--- src/rtl/mealy_lane_scheduler_if.sv ---
// Lane handshake, control and match/counter read bundle for mealy_lane_scheduler.
// master = lane sources and counter reader, slave = the scheduler.
interface mealy_lane_scheduler_if #(
    parameter int NLANES = 4,
    parameter int CNT_W  = 8
);
    localparam int LW = $clog2(NLANES);

    logic              en;
    logic              clr;
    logic [NLANES-1:0] lane_valid;
    logic [NLANES-1:0] lane_bit;
    logic [NLANES-1:0] lane_ready;
    logic              match_valid;
    logic [LW-1:0]     match_lane;
    logic [LW-1:0]     cnt_sel;
    logic [CNT_W-1:0]  cnt_out;

    modport master (
        output en, clr, lane_valid, lane_bit, cnt_sel,
        input  lane_ready, match_valid, match_lane, cnt_out
    );

    modport slave (
        input  en, clr, lane_valid, lane_bit, cnt_sel,
        output lane_ready, match_valid, match_lane, cnt_out
    );
endinterface

--- src/rtl/mealy_lane_scheduler.sv ---
// One shared overlapping "101" Mealy detector time-multiplexed over NLANES lanes by a
// round-robin arbiter. Define MEALY_SCHED_CNT_EN to build the per-lane match counters.
module mealy_lane_scheduler #(
    parameter int NLANES = 4,
    parameter int CNT_W  = 8
) (
    input  logic                 clk,
    input  logic                 rst_n,
    mealy_lane_scheduler_if.slave bus
);
    localparam int LW = $clog2(NLANES);

    typedef enum logic [1:0] {
        S0     = 2'b00,
        S1     = 2'b01,
        S2     = 2'b10,
        S_UNUS = 2'b11
    } state_e;

    state_e            ctx_q [NLANES];
    state_e            ctx_d [NLANES];
    logic [LW-1:0]     rr_ptr_q, rr_ptr_d;
    logic              match_valid_q, match_valid_d;
    logic [LW-1:0]     match_lane_q, match_lane_d;

    logic              grant_found;
    logic [LW-1:0]     grant_idx;
    logic [LW-1:0]     scan_idx;
    logic              transfer;
    state_e            cur_state;
    logic              cur_bit;

    // Search upward from rr_ptr; LW-bit addition wraps because NLANES is a power of two.
    always_comb begin
        grant_found = 1'b0;
        grant_idx   = '0;
        scan_idx    = '0;
        for (int i = 0; i < NLANES; i++) begin
            scan_idx = rr_ptr_q + LW'(i);
            if (!grant_found && bus.lane_valid[scan_idx]) begin
                grant_found = 1'b1;
                grant_idx   = scan_idx;
            end
        end
    end

    assign transfer       = rst_n && bus.en && !bus.clr && grant_found;
    assign bus.lane_ready = transfer ? (NLANES'(1) << grant_idx) : '0;

    always_comb begin
        ctx_d         = ctx_q;
        rr_ptr_d      = rr_ptr_q;
        match_valid_d = 1'b0;
        match_lane_d  = match_lane_q;
        cur_state     = ctx_q[grant_idx];
        cur_bit       = bus.lane_bit[grant_idx];
        if (bus.clr) begin
            for (int i = 0; i < NLANES; i++) begin
                ctx_d[i] = S0;
            end
            rr_ptr_d = '0;
        end else if (transfer) begin
            case (cur_state)
                S1: ctx_d[grant_idx] = cur_bit ? S1 : S2;
                S2: begin
                    ctx_d[grant_idx] = cur_bit ? S1 : S0;
                    if (cur_bit) begin
                        match_valid_d = 1'b1;
                        match_lane_d  = grant_idx;
                    end
                end
                default: ctx_d[grant_idx] = cur_bit ? S1 : S0;
            endcase
            rr_ptr_d = grant_idx + LW'(1);
        end
    end

    always_ff @(posedge clk or negedge rst_n) begin
        if (!rst_n) begin
            for (int i = 0; i < NLANES; i++) begin
                ctx_q[i] <= S0;
            end
            rr_ptr_q      <= '0;
            match_valid_q <= 1'b0;
            match_lane_q  <= '0;
        end else begin
            ctx_q         <= ctx_d;
            rr_ptr_q      <= rr_ptr_d;
            match_valid_q <= match_valid_d;
            match_lane_q  <= match_lane_d;
        end
    end

    assign bus.match_valid = match_valid_q;
    assign bus.match_lane  = match_lane_q;

`ifdef MEALY_SCHED_CNT_EN
    logic [CNT_W-1:0] cnt_q [NLANES];
    logic [CNT_W-1:0] cnt_d [NLANES];

    // Counters advance on the same edge that raises match_valid and stick at all-ones.
    always_comb begin
        cnt_d = cnt_q;
        if (bus.clr) begin
            for (int i = 0; i < NLANES; i++) begin
                cnt_d[i] = '0;
            end
        end else if (match_valid_d && (cnt_q[match_lane_d] != '1)) begin
            cnt_d[match_lane_d] = cnt_q[match_lane_d] + CNT_W'(1);
        end
    end

    always_ff @(posedge clk or negedge rst_n) begin
        if (!rst_n) begin
            for (int i = 0; i < NLANES; i++) begin
                cnt_q[i] <= '0;
            end
        end else begin
            cnt_q <= cnt_d;
        end
    end

    assign bus.cnt_out = cnt_q[bus.cnt_sel];
`else
    logic unused_cnt_sel;
    assign unused_cnt_sel = ^bus.cnt_sel;
    assign bus.cnt_out    = '0;
`endif
endmodule

--- src/flat_wrapper.sv ---
// flat-port wrapper written by rule: the top's interface ports become plain ports
module mealy_lane_scheduler_flat 
#(
    parameter int NLANES = 4,
    parameter int CNT_W  = 8
)
  (clk, rst_n, bus_en, bus_clr, bus_lane_valid, bus_lane_bit, bus_cnt_sel, bus_lane_ready, bus_match_valid, bus_match_lane, bus_cnt_out);
  mealy_lane_scheduler_if #(.NLANES(NLANES), .CNT_W(CNT_W)) bus_i ();
  input  logic clk;
  input  logic rst_n;
  input wire logic [$bits(bus_i.en)-1:0] bus_en;
  input wire logic [$bits(bus_i.clr)-1:0] bus_clr;
  input wire logic [$bits(bus_i.lane_valid)-1:0] bus_lane_valid;
  input wire logic [$bits(bus_i.lane_bit)-1:0] bus_lane_bit;
  input wire logic [$bits(bus_i.cnt_sel)-1:0] bus_cnt_sel;
  output wire logic [$bits(bus_i.lane_ready)-1:0] bus_lane_ready;
  output wire logic [$bits(bus_i.match_valid)-1:0] bus_match_valid;
  output wire logic [$bits(bus_i.match_lane)-1:0] bus_match_lane;
  output wire logic [$bits(bus_i.cnt_out)-1:0] bus_cnt_out;
  assign bus_i.en = bus_en;
  assign bus_i.clr = bus_clr;
  assign bus_i.lane_valid = bus_lane_valid;
  assign bus_i.lane_bit = bus_lane_bit;
  assign bus_i.cnt_sel = bus_cnt_sel;
  assign bus_lane_ready = bus_i.lane_ready;
  assign bus_match_valid = bus_i.match_valid;
  assign bus_match_lane = bus_i.match_lane;
  assign bus_cnt_out = bus_i.cnt_out;
  mealy_lane_scheduler #(.NLANES(NLANES), .CNT_W(CNT_W)) u_core (.clk(clk), .rst_n(rst_n), .bus(bus_i));
endmodule
--- config.mk ---
export PLATFORM = sky130hd
export DESIGN_NAME = mealy_lane_scheduler_flat
export DESIGN_NICKNAME = d
export VERILOG_FILES = /design/src/rtl/mealy_lane_scheduler_if.sv /design/src/rtl/mealy_lane_scheduler.sv /design/src/flat_wrapper.sv
export SDC_FILE = /design/constraint.sdc
export NUM_CORES = 1
export LEC_CHECK = 0
export CORE_MARGIN = 3
export CORE_UTILIZATION = 45
export DETAILED_ROUTE_END_ITERATION = 12
export PLACE_DENSITY = 0.75
export REMOVE_ABC_BUFFERS = 1
export SLEW_MARGIN = 20
export SYNTH_ARGS = -nofsm -noshare
export SYNTH_HDL_FRONTEND = slang
export SYNTH_SLANG_ARGS = --single-unit
--- constraint.sdc ---
create_clock -name clk -period 3.6 [get_ports clk]
set_clock_uncertainty 0.15 [all_clocks]
set_input_delay 0.36 -clock clk [delete_from_list [all_inputs] [get_ports clk]]
set_output_delay 0.36 -clock clk [all_outputs]
set_load 0.05 [all_outputs]
==> qor.yml, run 1 <==
run:
  drv_cap: 0
clock_tree:
  clock-root-buffer: "clkbuf_4"
  cts_tree: "built"
  clock_sinks: 13
  post_cts_buffers: 0
  holdBufCountCts: 0
  numCtsBuffers: 3
  clock_latency_ns: 0.28
  post_cts_resized: 0
  h-tree-depth: 1
  clkTransAtPathRegs_ns: 0.08
  cts_buffer_depth: 2
critical_path:
  cp_max_fo: 6
  startpoint_type: "input port"
  crit_type: "in2out"
  crit_path_end_kind: "primary output"
  arrival_ns: 2.72
  worst_r2r_path_depth: 8
  cp.required_ns: 3.09
routing:
  top_layer: "met4"
  dr.pass1.iters: 4
  drtAntennaViolNets: 0
  met3_length_um: 88
  wl_per_cell_um: 13.1
  route.detailed.drc: 0
  vias: 694
  avgViaCountPerCell: 5.07
  finalWirelength_um: 1790
  wl_met1_um: 816
  drt_iter0_drc: 5
  route.met2.wl_um: 837
floorplan:
  rows: 15
  start_util: 0.495
  coreArea_um2: 1800
  dieArea_um2: 2550
  dieHeight_um: 50.5
  die_x_um: 50.5
  ios: 29
grt:
  antenna_found_initial: 0
  grt_pass1_wl_um: 3130
  grt_overflow_total: 0
  grt_start_max_net_pins: 14
  grt_pass1_vias: 669
  grt_use_total: 0.164
yosys:
  synth_top_family_by_area: "simple AND/OR/NAND/NOR gates"
  syn-cell-area_um2: 892
  ys_seq_area_frac: 0.365
  synth-simple-area-share: 0.188
  ys_types: 26
  synth-warning-count: 0
  ys_ff_latch: 13
  synth_area_per_cell_um2: 9.80
  synth_fa_ha_area_frac: 0.0561
  postSynthCellCount: 91
  muxShareOfSynthArea: 0.144
  synth-xor-area-share: 0
  synth_compound_area_frac: 0.125
placement:
  gp_congestion: 0.807
  port_buffers: 18
  hpwl_um: 1390
pwr:
  peakVddDrop_mv: 0.219
  cellPowerDensity_nw_per_um2: 315
  p_total_uw: 343
  p_leak_nw: 0.515
layout:
  nets: 131
  fill_cells: 171
  n_antenna_cell: 0
  multiInputGateArea_um2: 488
  drive_gt1_frac: 0.125
  syn_to_final_growth_pct: 22.0
  register_area_um2: 325
sta:
  min_period_over_period: 0.898
  setup_viol_count_final: 0
  hold_violations: 0
  maxSlewViolCount: 0
  rsz0062_at_grt: "no"
  max_freq_ghz: 0.309
  finalSetupTns_ns: 0
  min_period_ns: 3.23
min_path:
  hold_path_class: "in2async"
status:
  status: "completed"
## worst paths after layout
check                                         startpoint                  endpoint  slack [ns]
worst max-delay path                   bus_lane_valid[2]         bus_lane_ready[0]        0.37
worst min-delay path                               rst_n           u_core.ctx_q[6]        0.29
worst max register to register        u_core.rr_ptr_q[1]  u_core.bus.match_lane[1]        1.06
worst min register to register  u_core.bus.match_lane[0]  u_core.bus.match_lane[0]        0.36
max in group asynchronous                          rst_n           u_core.ctx_q[0]        2.85
min in group clk                u_core.bus.match_lane[0]  u_core.bus.match_lane[0]        0.36
## cell type report
class | count | area share
timing repair buffer | 20 | 0.172
sequential | 13 | 0.299
inverter | 8 | 0.0276
multi-input combinational | 67 | 0.448
clock buffer | 4 | 0.0241
tap | 25 | 0.0287
## sequential cells by signal (all words and copies together) (netlist names)
name,cells
u_core.bus.match_lane,2
u_core.bus.match_valid,1
u_core.ctx_q,8
u_core.rr_ptr_q,2
## critical path: stages
cell	delay (ns)
clkdlybuf4s50_1	0.60
a21oi_1	0.10
a2bb2oi_1	0.35
inv_1	0.21
ha_1	0.23
nand2_1	0.12
inv_1	0.05
clkdlybuf4s50_1	0.69
## Yosys cell counts
library cell / instances / area share
or4_1: 1 / 0.0084
mux2_4: 1 / 0.017
mux2_2: 1 / 0.013
buf_4: 8 / 0.067
clkbuf_1: 1 / 0.0042
nand3_1: 2 / 0.011
a2bb2oi_1: 1 / 0.0098
a21o_1: 1 / 0.0084
mux2i_1: 8 / 0.090
ha_1: 4 / 0.056
nor4_1: 1 / 0.0070
nor4_4: 1 / 0.024
mux2_1: 2 / 0.025
a211o_2: 1 / 0.011
nor2_2: 1 / 0.0070
inv_1: 8 / 0.034
buf_6: 1 / 0.013
dfrtp_1: 13 / 0.36
o21ai_0: 8 / 0.045
a21oi_1: 5 / 0.028
nor3b_1: 2 / 0.017
a211oi_4: 1 / 0.022
nor2_1: 3 / 0.013
nand3b_1: 9 / 0.076
nand2_1: 6 / 0.025
conb_1: 1 / 0.0042
## through the flow
step           hold WS, ns  setup slack [ns]  cells  instance area (um2)  utilization
2_1_floorplan      -0.0856              1.14     88                  843            -
3_3_place_gp         0.325             0.371    133                 1060        0.590
3_5_place_dp         0.327             0.374    133                 1060        0.590
4_1_cts              0.299             0.373    137                 1090        0.604
5_1_grt              0.299             0.208    137                 1090        0.604
6_report             0.289             0.369    137                 1090        0.604
## metal layers
metal	vias to the layer above	track usage
li1	343	-
met1	327	0.208
met2	20	0.259
met3	4	0.0326
met4	0	0.0942
met5	-	0
## placed cells by master, fill, tap and decap left out, types with 2 or more instances in the layout
master / instances
clkdlybuf4s50_1: 15
nor2_1: 3
a21oi_1: 5
buf_4: 5
mux2i_1: 8
dfrtp_1: 13
nand3_1: 2
inv_1: 8
o21ai_0: 8
nor3b_1: 2
clkbuf_4: 3
nand3b_1: 9
mux2_1: 2
ha_1: 4
conb_1: 8
nand2_1: 6
## power by group
group	total [mW]	switching (mW)	internal, mW
Clock	0.0924	0.0493	0.0430
Combinational	0.0978	0.0610	0.0368
Sequential	0.153	0.00354	0.149
Total	0.343	0.114	0.229
## kinds of logic (layout without fill, tap and decap cells)
kind of cell	after synthesis	in the layout
adders and majority gates	4	4
muxes	12	12
buffers and inverters	18	32
AOI/OAI and AO/OA	17	17
DFF	13	13
other	1	8
and+or+nand+nor	26	26
(Power assumes the default switching activity.)
==> run 2: changes to the inputs <==
--- a/config.mk
+++ b/config.mk
@@ -10,6 +10,7 @@
 export DETAILED_ROUTE_END_ITERATION = 12
 export PLACE_DENSITY = 0.75
 export REMOVE_ABC_BUFFERS = 1
+export SETUP_SLACK_MARGIN = 0.02
 export SLEW_MARGIN = 20
 export SYNTH_ARGS = -nofsm -noshare
 export SYNTH_HDL_FRONTEND = slang
==> results of run 2 <==
Final layout, timing and power as in run 1 (identical DEF).
